==> src/rtl/vga_timing_gen_pkg.sv <==
// rtl/vga_timing_gen_pkg.sv - 640x480 timing constants, total helpers and coordinate width
package vga_timing_gen_pkg;

   localparam int COORD_W      = 10;

   localparam int DEF_H_ACTIVE = 640;
   localparam int DEF_H_FP     = 16;
   localparam int DEF_H_SYNC   = 96;
   localparam int DEF_H_BP     = 48;
   localparam int DEF_V_ACTIVE = 480;
   localparam int DEF_V_FP     = 10;
   localparam int DEF_V_SYNC   = 2;
   localparam int DEF_V_BP     = 33;

   function automatic int h_total(input int active, input int fp, input int sync, input int bp);
      return active + fp + sync + bp;
   endfunction

   function automatic int v_total(input int active, input int fp, input int sync, input int bp);
      return active + fp + sync + bp;
   endfunction

endpackage

==> src/rtl/vga_timing_gen_if.sv <==
// rtl/vga_timing_gen_if.sv - Raster output bundle; frame_cnt exists only with VGA_FRAME_CNT_EN
interface vga_timing_gen_if;
   import vga_timing_gen_pkg::*;

   logic               pix_tick;
   logic [COORD_W-1:0] x;
   logic [COORD_W-1:0] y;
   logic               video_on;
   logic               hsync;
   logic               vsync;
   logic               frame_start;
`ifdef VGA_FRAME_CNT_EN
   logic [15:0]        frame_cnt;

   modport master (output pix_tick, x, y, video_on, hsync, vsync, frame_start, frame_cnt);
   modport slave  (input  pix_tick, x, y, video_on, hsync, vsync, frame_start, frame_cnt);
`else
   modport master (output pix_tick, x, y, video_on, hsync, vsync, frame_start);
   modport slave  (input  pix_tick, x, y, video_on, hsync, vsync, frame_start);
`endif

endinterface

==> src/rtl/vga_timing_gen_pixel_clk_div.sv <==
// rtl/vga_timing_gen_pixel_clk_div.sv - Pixel-rate divider producing one tick every CLK_DIV enabled clocks
module vga_timing_gen_pixel_clk_div #(
   parameter int CLK_DIV = 2
) (
   input  logic clk,
   input  logic rst_n,
   input  logic en,
   input  logic restart,
   output logic tick
);

   localparam int             DW   = (CLK_DIV > 1) ? $clog2(CLK_DIV) : 1;
   localparam logic [DW-1:0]  LAST = DW'(CLK_DIV - 1);

   logic [DW-1:0] div_cnt;

   // restart suppresses the tick so the counters see only the restart at that edge
   assign tick = en && !restart && (div_cnt == LAST);

   always_ff @(posedge clk or negedge rst_n) begin
      if (!rst_n) begin
         div_cnt <= '0;
      end else if (restart) begin
         div_cnt <= '0;
      end else if (en) begin
         div_cnt <= (div_cnt == LAST) ? '0 : div_cnt + 1'b1;
      end
   end

endmodule

==> src/rtl/vga_timing_gen.sv <==
// rtl/vga_timing_gen.sv - VGA raster timing generator; VGA_FRAME_CNT_EN adds the 16-bit frame counter
module vga_timing_gen
   import vga_timing_gen_pkg::*;
#(
   parameter int   H_ACTIVE = DEF_H_ACTIVE,
   parameter int   H_FP     = DEF_H_FP,
   parameter int   H_SYNC   = DEF_H_SYNC,
   parameter int   H_BP     = DEF_H_BP,
   parameter int   V_ACTIVE = DEF_V_ACTIVE,
   parameter int   V_FP     = DEF_V_FP,
   parameter int   V_SYNC   = DEF_V_SYNC,
   parameter int   V_BP     = DEF_V_BP,
   parameter int   CLK_DIV  = 2,
   parameter logic HS_POL   = 1'b0,
   parameter logic VS_POL   = 1'b0
) (
   input  logic              clk,
   input  logic              rst_n,
   input  logic              en,
   input  logic              restart,
   vga_timing_gen_if.master  vga
);

   localparam int H_TOTAL = h_total(H_ACTIVE, H_FP, H_SYNC, H_BP);
   localparam int V_TOTAL = v_total(V_ACTIVE, V_FP, V_SYNC, V_BP);

   localparam logic [COORD_W-1:0] H_LAST   = COORD_W'(H_TOTAL - 1);
   localparam logic [COORD_W-1:0] V_LAST   = COORD_W'(V_TOTAL - 1);
   localparam logic [COORD_W-1:0] H_ACT_C  = COORD_W'(H_ACTIVE);
   localparam logic [COORD_W-1:0] V_ACT_C  = COORD_W'(V_ACTIVE);
   localparam logic [COORD_W-1:0] HS_START = COORD_W'(H_ACTIVE + H_FP);
   localparam logic [COORD_W-1:0] HS_END   = COORD_W'(H_ACTIVE + H_FP + H_SYNC);
   localparam logic [COORD_W-1:0] VS_START = COORD_W'(V_ACTIVE + V_FP);
   localparam logic [COORD_W-1:0] VS_END   = COORD_W'(V_ACTIVE + V_FP + V_SYNC);

   logic               tick;
   logic [COORD_W-1:0] h_cnt;
   logic [COORD_W-1:0] v_cnt;
   logic [COORD_W-1:0] h_nxt;
   logic [COORD_W-1:0] v_nxt;
   logic               h_wrap;
   logic               v_wrap;

   vga_timing_gen_pixel_clk_div #(.CLK_DIV(CLK_DIV)) u_div (
      .clk     (clk),
      .rst_n   (rst_n),
      .en      (en),
      .restart (restart),
      .tick    (tick)
   );

   always_comb begin
      h_wrap = (h_cnt == H_LAST);
      v_wrap = h_wrap && (v_cnt == V_LAST);
      h_nxt  = h_wrap ? '0 : h_cnt + 1'b1;
      v_nxt  = v_cnt;
      if (h_wrap) begin
         v_nxt = v_wrap ? '0 : v_cnt + 1'b1;
      end
   end

   // The counters are registered and double as the x/y outputs
   assign vga.x = h_cnt;
   assign vga.y = v_cnt;

   // Decodes use the post-update counters so pix_tick lines up with the new x/y
   always_ff @(posedge clk or negedge rst_n) begin
      if (!rst_n) begin
         h_cnt           <= '0;
         v_cnt           <= '0;
         vga.pix_tick    <= 1'b0;
         vga.frame_start <= 1'b0;
         vga.video_on    <= 1'b0;
         vga.hsync       <= ~HS_POL;
         vga.vsync       <= ~VS_POL;
      end else if (restart) begin
         h_cnt           <= '0;
         v_cnt           <= '0;
         vga.pix_tick    <= 1'b1;
         vga.frame_start <= 1'b1;
         vga.video_on    <= 1'b0;
         vga.hsync       <= ~HS_POL;
         vga.vsync       <= ~VS_POL;
      end else begin
         vga.pix_tick    <= tick;
         vga.frame_start <= tick && v_wrap;
         if (tick) begin
            h_cnt        <= h_nxt;
            v_cnt        <= v_nxt;
            vga.video_on <= (h_nxt < H_ACT_C) && (v_nxt < V_ACT_C);
            vga.hsync    <= ((h_nxt >= HS_START) && (h_nxt < HS_END)) ? HS_POL : ~HS_POL;
            vga.vsync    <= ((v_nxt >= VS_START) && (v_nxt < VS_END)) ? VS_POL : ~VS_POL;
         end
      end
   end

`ifdef VGA_FRAME_CNT_EN
   logic [15:0] frame_cnt_q;

   assign vga.frame_cnt = frame_cnt_q;

   always_ff @(posedge clk or negedge rst_n) begin
      if (!rst_n) begin
         frame_cnt_q <= '0;
      end else if (restart) begin
         frame_cnt_q <= '0;
      end else if (tick && v_wrap) begin
         frame_cnt_q <= frame_cnt_q + 16'd1;
      end
   end
`endif

endmodule

==> src/flat_wrapper.sv <==
// flat-port wrapper written by rule: the top's interface ports become plain ports
module vga_timing_gen_flat import vga_timing_gen_pkg::*;
#(
   parameter int   H_ACTIVE = DEF_H_ACTIVE,
   parameter int   H_FP     = DEF_H_FP,
   parameter int   H_SYNC   = DEF_H_SYNC,
   parameter int   H_BP     = DEF_H_BP,
   parameter int   V_ACTIVE = DEF_V_ACTIVE,
   parameter int   V_FP     = DEF_V_FP,
   parameter int   V_SYNC   = DEF_V_SYNC,
   parameter int   V_BP     = DEF_V_BP,
   parameter int   CLK_DIV  = 2,
   parameter logic HS_POL   = 1'b0,
   parameter logic VS_POL   = 1'b0
)
  (clk, rst_n, en, restart, vga_pix_tick, vga_x, vga_y, vga_video_on, vga_hsync, vga_vsync, vga_frame_start);
  vga_timing_gen_if vga_i ();
  input  logic clk;
  input  logic rst_n;
  input  logic en;
  input  logic restart;
  output wire logic [$bits(vga_i.pix_tick)-1:0] vga_pix_tick;
  output wire logic [$bits(vga_i.x)-1:0] vga_x;
  output wire logic [$bits(vga_i.y)-1:0] vga_y;
  output wire logic [$bits(vga_i.video_on)-1:0] vga_video_on;
  output wire logic [$bits(vga_i.hsync)-1:0] vga_hsync;
  output wire logic [$bits(vga_i.vsync)-1:0] vga_vsync;
  output wire logic [$bits(vga_i.frame_start)-1:0] vga_frame_start;
  assign vga_pix_tick = vga_i.pix_tick;
  assign vga_x = vga_i.x;
  assign vga_y = vga_i.y;
  assign vga_video_on = vga_i.video_on;
  assign vga_hsync = vga_i.hsync;
  assign vga_vsync = vga_i.vsync;
  assign vga_frame_start = vga_i.frame_start;
  vga_timing_gen #(.H_ACTIVE(H_ACTIVE), .H_FP(H_FP), .H_SYNC(H_SYNC), .H_BP(H_BP), .V_ACTIVE(V_ACTIVE), .V_FP(V_FP), .V_SYNC(V_SYNC), .V_BP(V_BP), .CLK_DIV(CLK_DIV), .HS_POL(HS_POL), .VS_POL(VS_POL)) u_core (.clk(clk), .rst_n(rst_n), .en(en), .restart(restart), .vga(vga_i));
endmodule
==> config.mk <==
export PLATFORM = sky130hd
export DESIGN_NAME = vga_timing_gen_flat
export DESIGN_NICKNAME = d
export VERILOG_FILES = /design/src/rtl/vga_timing_gen_pkg.sv /design/src/rtl/vga_timing_gen_if.sv /design/src/rtl/vga_timing_gen_pixel_clk_div.sv /design/src/rtl/vga_timing_gen.sv /design/src/flat_wrapper.sv
export SDC_FILE = /design/constraint.sdc
export NUM_CORES = 1
export LEC_CHECK = 0
export ABC_AREA = 1
export BUFFER_PORTS_ARGS = -buffer_cell sky130_fd_sc_hd__clkbuf_2
export CAP_MARGIN = 15
export CORE_MARGIN = 2
export CORE_UTILIZATION = 40
export DETAILED_ROUTE_END_ITERATION = 7
export GPL_TIMING_DRIVEN = 0
export PLACE_DENSITY = 0.72
export SLEW_MARGIN = 25
export SYNTH_ARGS = -nofsm -noshare
export SYNTH_HDL_FRONTEND = slang
export SYNTH_SLANG_ARGS = --single-unit
export TNS_END_PERCENT = 50
==> constraint.sdc <==
create_clock -name clk -period 2.8 [get_ports clk]
set_input_delay 0.42 -clock clk [delete_from_list [all_inputs] [get_ports clk]]
set_output_delay 0.42 -clock clk [all_outputs]
set_load 0.05 [all_outputs]
Word-level counts from Yosys, hierarchy flattened
Cells that the tools add are included.

Logic and storage cells: 49. Output and inout bits: 25. Bits in registers: 26. Bits of input ports: 4.

Equality and inequality tests: 2. Add/sub/neg operators: 3. $lt $le $gt $ge: 6. Reduce and logical (&&, ||, !) cells: 10. Mux-type cells: 20.

Operator list (number): $mux W10 (7); $add A10 B1 Y10 const B (2); $eq A10 B10 Y1 const B (2); $lt A10 B10 Y1 const B (2); $lt A10 B9 Y1 const B (2); $mux W1 (13); $ge A10 B10 Y1 const B (1); $ge A10 B9 Y1 const B (1); $logic_and A1 B1 Y1 (7); $reduce_bool A2 Y1 (2); $add A1 B1 Y1 const B (1); $logic_not A1 Y1 (1).

Logic depth before layout (Yosys ltp)
Depth after elaboration: 9. Depth in mapped cells: 14. Mapped depth without buffers: 13.

Hierarchy
From an unflattened synthesis, not the netlist that was laid out.

Cells, all modules: 240. Area, all modules: 1734.2 um2.

Modules (own cells, without submodules): vga_timing_gen (cells an instance 233, area an instance 1684.1 um2, times used 1, seq. area each 628.1 um2); vga_timing_gen_pixel_clk_div (cells an instance 7, area an instance 50.0 um2, times used 1, seq. area each 25.0 um2).

Worst setup path before layout
Ideal clock, no wire load.

Kind: register to register. Start point: register u_core.h_cnt[0], in the netlist u_core.vga.x[0]. End point: register u_core.vga.video_on. Setup time: 0.118 ns. Data required time: 2.682 ns. Setup slack: 0.836 ns. Clock period less this slack: 1.964 ns. Buffers on the path: 0. Stages on the path, launching flop included: 13. Data arrival time: 1.846 ns. Cell sequence: dfrtp_1 ha_1 nand2_2 nor2_8 nand4_1 nand2_1 nand2_1 nor2_1 nand2_1 inv_1 nand2_1 nand2_1 nand2_1.

Longest elaborated chain between the ends: 8. Elaborated cells on any way between the ends: 11. Those cells by class: add/sub: 1; order compare: 2; eq/ne: 1; mux: 5; reduce/logical: 2.

RTL lines: start: declaration (line vga_timing_gen.sv:37) `logic [COORD_W-1:0] h_cnt;`; start signal: assignment (line vga_timing_gen.sv:88) `h_cnt <= h_nxt;`; parallel branches: the longest is 5 deep, another holds $add A10 B1 Y10; $logic_and A1 B1 Y1 * (line vga_timing_gen.sv:90) `vga.video_on <= (h_nxt < H_ACT_C) && (v_nxt < V_ACT_C);`; $mux W1 * (line vga_timing_gen.sv:87) `if (tick) begin`; $mux W1 * (line vga_timing_gen.sv:76) `end else if (restart) begin`; end signal: assignment (line vga_timing_gen.sv:90); end: declaration (line vga_timing_gen_if.sv:18) `modport master (output pix_tick, x, y, video_on, hsync, vsync, frame_start);`.

Mark *: on every way between the ends. The select of a mux whose other input is x is not followed. A chain may end at the register's enable or synchronous reset.

Final worst setup path
Same ends and word-level chain as after synthesis.

==> impl_metrics.toml <==
[synth]
yosysMostFrequentCell = "nand2_1"
netlist_area_sq_mm = 0.00176
synth_nets = 266
ys.flop_type = "dfrtp_1"
async_flop_share = 1.00
yosysSeqAreaShare = 0.372
yosysWarnings = 0
syn-instance-count = 259
yosys_register_bits = 26
yosysTopAreaCellShare = 0.342
synth-edff-count = 0
synth_commonest_cells = "nand2_1 (71), inv_1 (39), nor2_1 (30)"
ys_types = 24
synthTopCellsByArea = "dfrtp_1 (34%), nand2_1 (15%), inv_1 (8.3%), nand3_1 (7.4%), nor2_1 (6.4%)"
synth_area_per_cell_sq_um = 6.78
yosysTopAreaCell = "dfrtp_1"

[setup_path]
worstSetupEndpointType = "flip-flop"
critPathLaunchType = "flip-flop"
crit_fanout = 10
critical-path-top-delay-family = "simple AND/OR/NAND/NOR gates"
criticalPathCategory = "flip-flop to flip-flop"
crit_path_frequent_cell = "nand2_1"
critPathMaxStageDelay_ps = 420
cp_data_arrival_time_ps = 2040
cp_cell_sequence = "ha_1 -> nand2_2 -> nor2_8 -> nand4_1 -> nand2_1 -> nand2_1 -> nor2_1 -> nand2_1 -> inv_1 -> nand2_1 -> nand2_1 -> nand2_1"
worst_path_max_delay_cell = "dfrtp_1"
critical_path_buf_inv_count = 1
cp.required_ps = 2970

[routing]
drtAntennaViolNets = 0
wl_met2_um = 1930
drc = 0
drt_first_iter_violations = 122
firstDrtPassIters = 4
viasPerCell = 5.16
wirelength_um = 4280
via_count = 1770
wl_per_cell_um = 12.5
wl_met1_um = 2090
dr.max_layer_used = "met4"
dr_wl_met3_um = 215

[sta]
rsz0062_at_grt = "false"
post-route-period-util = 0.668
tightestPinTransition_ps = 676
hold_viol = 0
fin_setup_tns_ps = 0
setup_viol = 0
relSlewSlack = 0.549
slew_viol_final = 0
min_period_ps = 1870
clock.fmax_mhz = 534
fin_worst_skew_ps = 4.02

[finish]
layout-drive-gt1-share = 0.175
fin_cells = 343
antennaDiodeCount = 0
final_area_sq_mm = 0.00202
fillers = 431
fin_nets = 299
area_growth_pct = 14.8

[floorplan]
core_area_sq_mm = 0.00429
die-area_sq_mm = 0.00493
top_level_ports = 29
die_w_um = 70.2
die_height_um = 70.2
row_count = 24
start_util = 0.409

[placed_design]
portBuffers = 28
place_congestion = 0.925
dpl.hpwl_um = 3260
dpl_cell_area_sq_mm = 0.00196
dp_cells = 339

[global_routing]
gr-total-overflow = 0
antenna_found_initial = 0
track_usage = 0.186
grt_pass1_wl_um = 7380
grt_start_max_net_pins = 27
grt_pass1_vias = 1613

[clock_tree]
postCtsHoldBufs = 0
clk_pin_slew_worst_paths_ps = 90
htreeDepth = 1
clk_latency_ps = 270
cts_tree = "built"
post_cts_resized = 0
cts_buffer_depth = 2
cts.sinks = 26
post_cts_buffers = 0
cts_buffers = 3
cts-root-buf = "clkbuf_8"

[power_and_ir_drop]
max-vdd-ir-drop_mv = 0.286
p_leak_nw = 1.04
power_density_mw_per_mm2 = 339

[job]
timing.max_cap.violations = 0

[status]
outcome = "finished, final reports clean"

[hold_path]
min_path_type = "input port to asynchronous set/reset pin"
-- worst reg2reg max path, stage by stage, from the launching register on --
cell     delay (ps)
dfrtp_1         420
ha_1            220
nand2_2         120
nor2_8          200
nand4_1         230
nand2_1         110
nand2_1          70
nor2_1          100
nand2_1         100
inv_1            60
nand2_1          50
nand2_1          50
nand2_1          40
-- through the flow --
stage | worst slack, ps | hold WS (ps) | utilization | total power [mW]
after global routing | 762 | 212 | 0.469 | 0.714
final | 929 | 161 | 0.469 | 0.683
after CTS | 941 | 189 | 0.469 | 0.692
after global placement | 957 | 482 | 0.457 | 0.441
after detailed placement | 962 | 484 | 0.457 | 0.442
after floorplan | 836 | 124 | - | 0.420
-- cell families (layout without fill, tap and decap cells) --
| kind of cell | count (synthesis) | after routing | share of synthesized area |
|---|---|---|---|
| compound gates | 32 | 32 | 0.105 |
| simple gates | 150 | 150 | 0.391 |
| fa+ha+maj | 3 | 3 | 0.0214 |
| buf+inv | 46 | 78 | 0.100 |
| xor+xnor | 2 | 2 | 0.00998 |
| flops | 26 | 26 | 0.372 |
-- layout make-up --
class / count / area (sq um) / share of cell area
multi-input cells: 187 / 926 / 0.459
plain buffers: 4 / 18.8 / 0.00931
inverters: 42 / 158 / 0.0782
well taps: 52 / 65.1 / 0.0323
flip-flops and latches: 26 / 653 / 0.324
repair buffers: 28 / 140 / 0.0695
clock buffers: 4 / 55.1 / 0.0273
-- routing by layer --
metal  global-route usage  vias up
met5                    0        -
li1                     -      911
met3               0.0418        6
met2                0.290       51
met4               0.0406        0
met1                0.264      802
-- sequential cells by signal, indices dropped and copies added (netlist names) --
register                count
u_core.u_div.div_cnt        1
u_core.vga.frame_start      1
u_core.vga.hsync            1
u_core.vga.pix_tick         1
u_core.vga.video_on         1
u_core.vga.vsync            1
u_core.vga.x               10
u_core.vga.y               10
-- worst paths after layout --
check | from | endpoint | slack (ps) | cells after the start
min in group clk | en | u_core.u_div.div_cnt | 400 | 3
worst max register to register | u_core.vga.x[0] | u_core.vga.video_on | 930 | 12
worst min-delay path | rst_n | u_core.vga.y[7] | 160 | 1
worst max-delay path | u_core.vga.x[0] | u_core.vga.video_on | 930 | 12
max in group asynchronous | rst_n | u_core.vga.x[2] | 2200 | 1
worst min register to register | u_core.vga.video_on | u_core.vga.video_on | 500 | 2
-- where the power goes --
| part | internal (mW) | switching (mW) |
|---|---|---|
| clock | 0.126 | 0.124 |
| sequential | 0.380 | 0.00307 |
| combinational | 0.00973 | 0.0403 |
-- placed cells by master (no fill, tap or decap) --
master / n
nand2_1: 71
inv_1: 39
nor2_1: 30
clkbuf_2: 28
nand3_1: 26
dfrtp_1: 24
o21ai_0: 16
nand4_1: 13
o22ai_1: 12
clkbuf_8: 4
nor2_2: 3
buf_2: 3
inv_2: 3
ha_1: 3
nand2_2: 2
xor2_1: 2
a21oi_1: 2
dfstp_2: 2
clkbuf_1: 1
nor2_8: 1
nand3_4: 1
a32o_1: 1
nand3_2: 1
nor2_4: 1
o21ai_2: 1
or2_2: 1
Power figures use the tool's default switching activity.
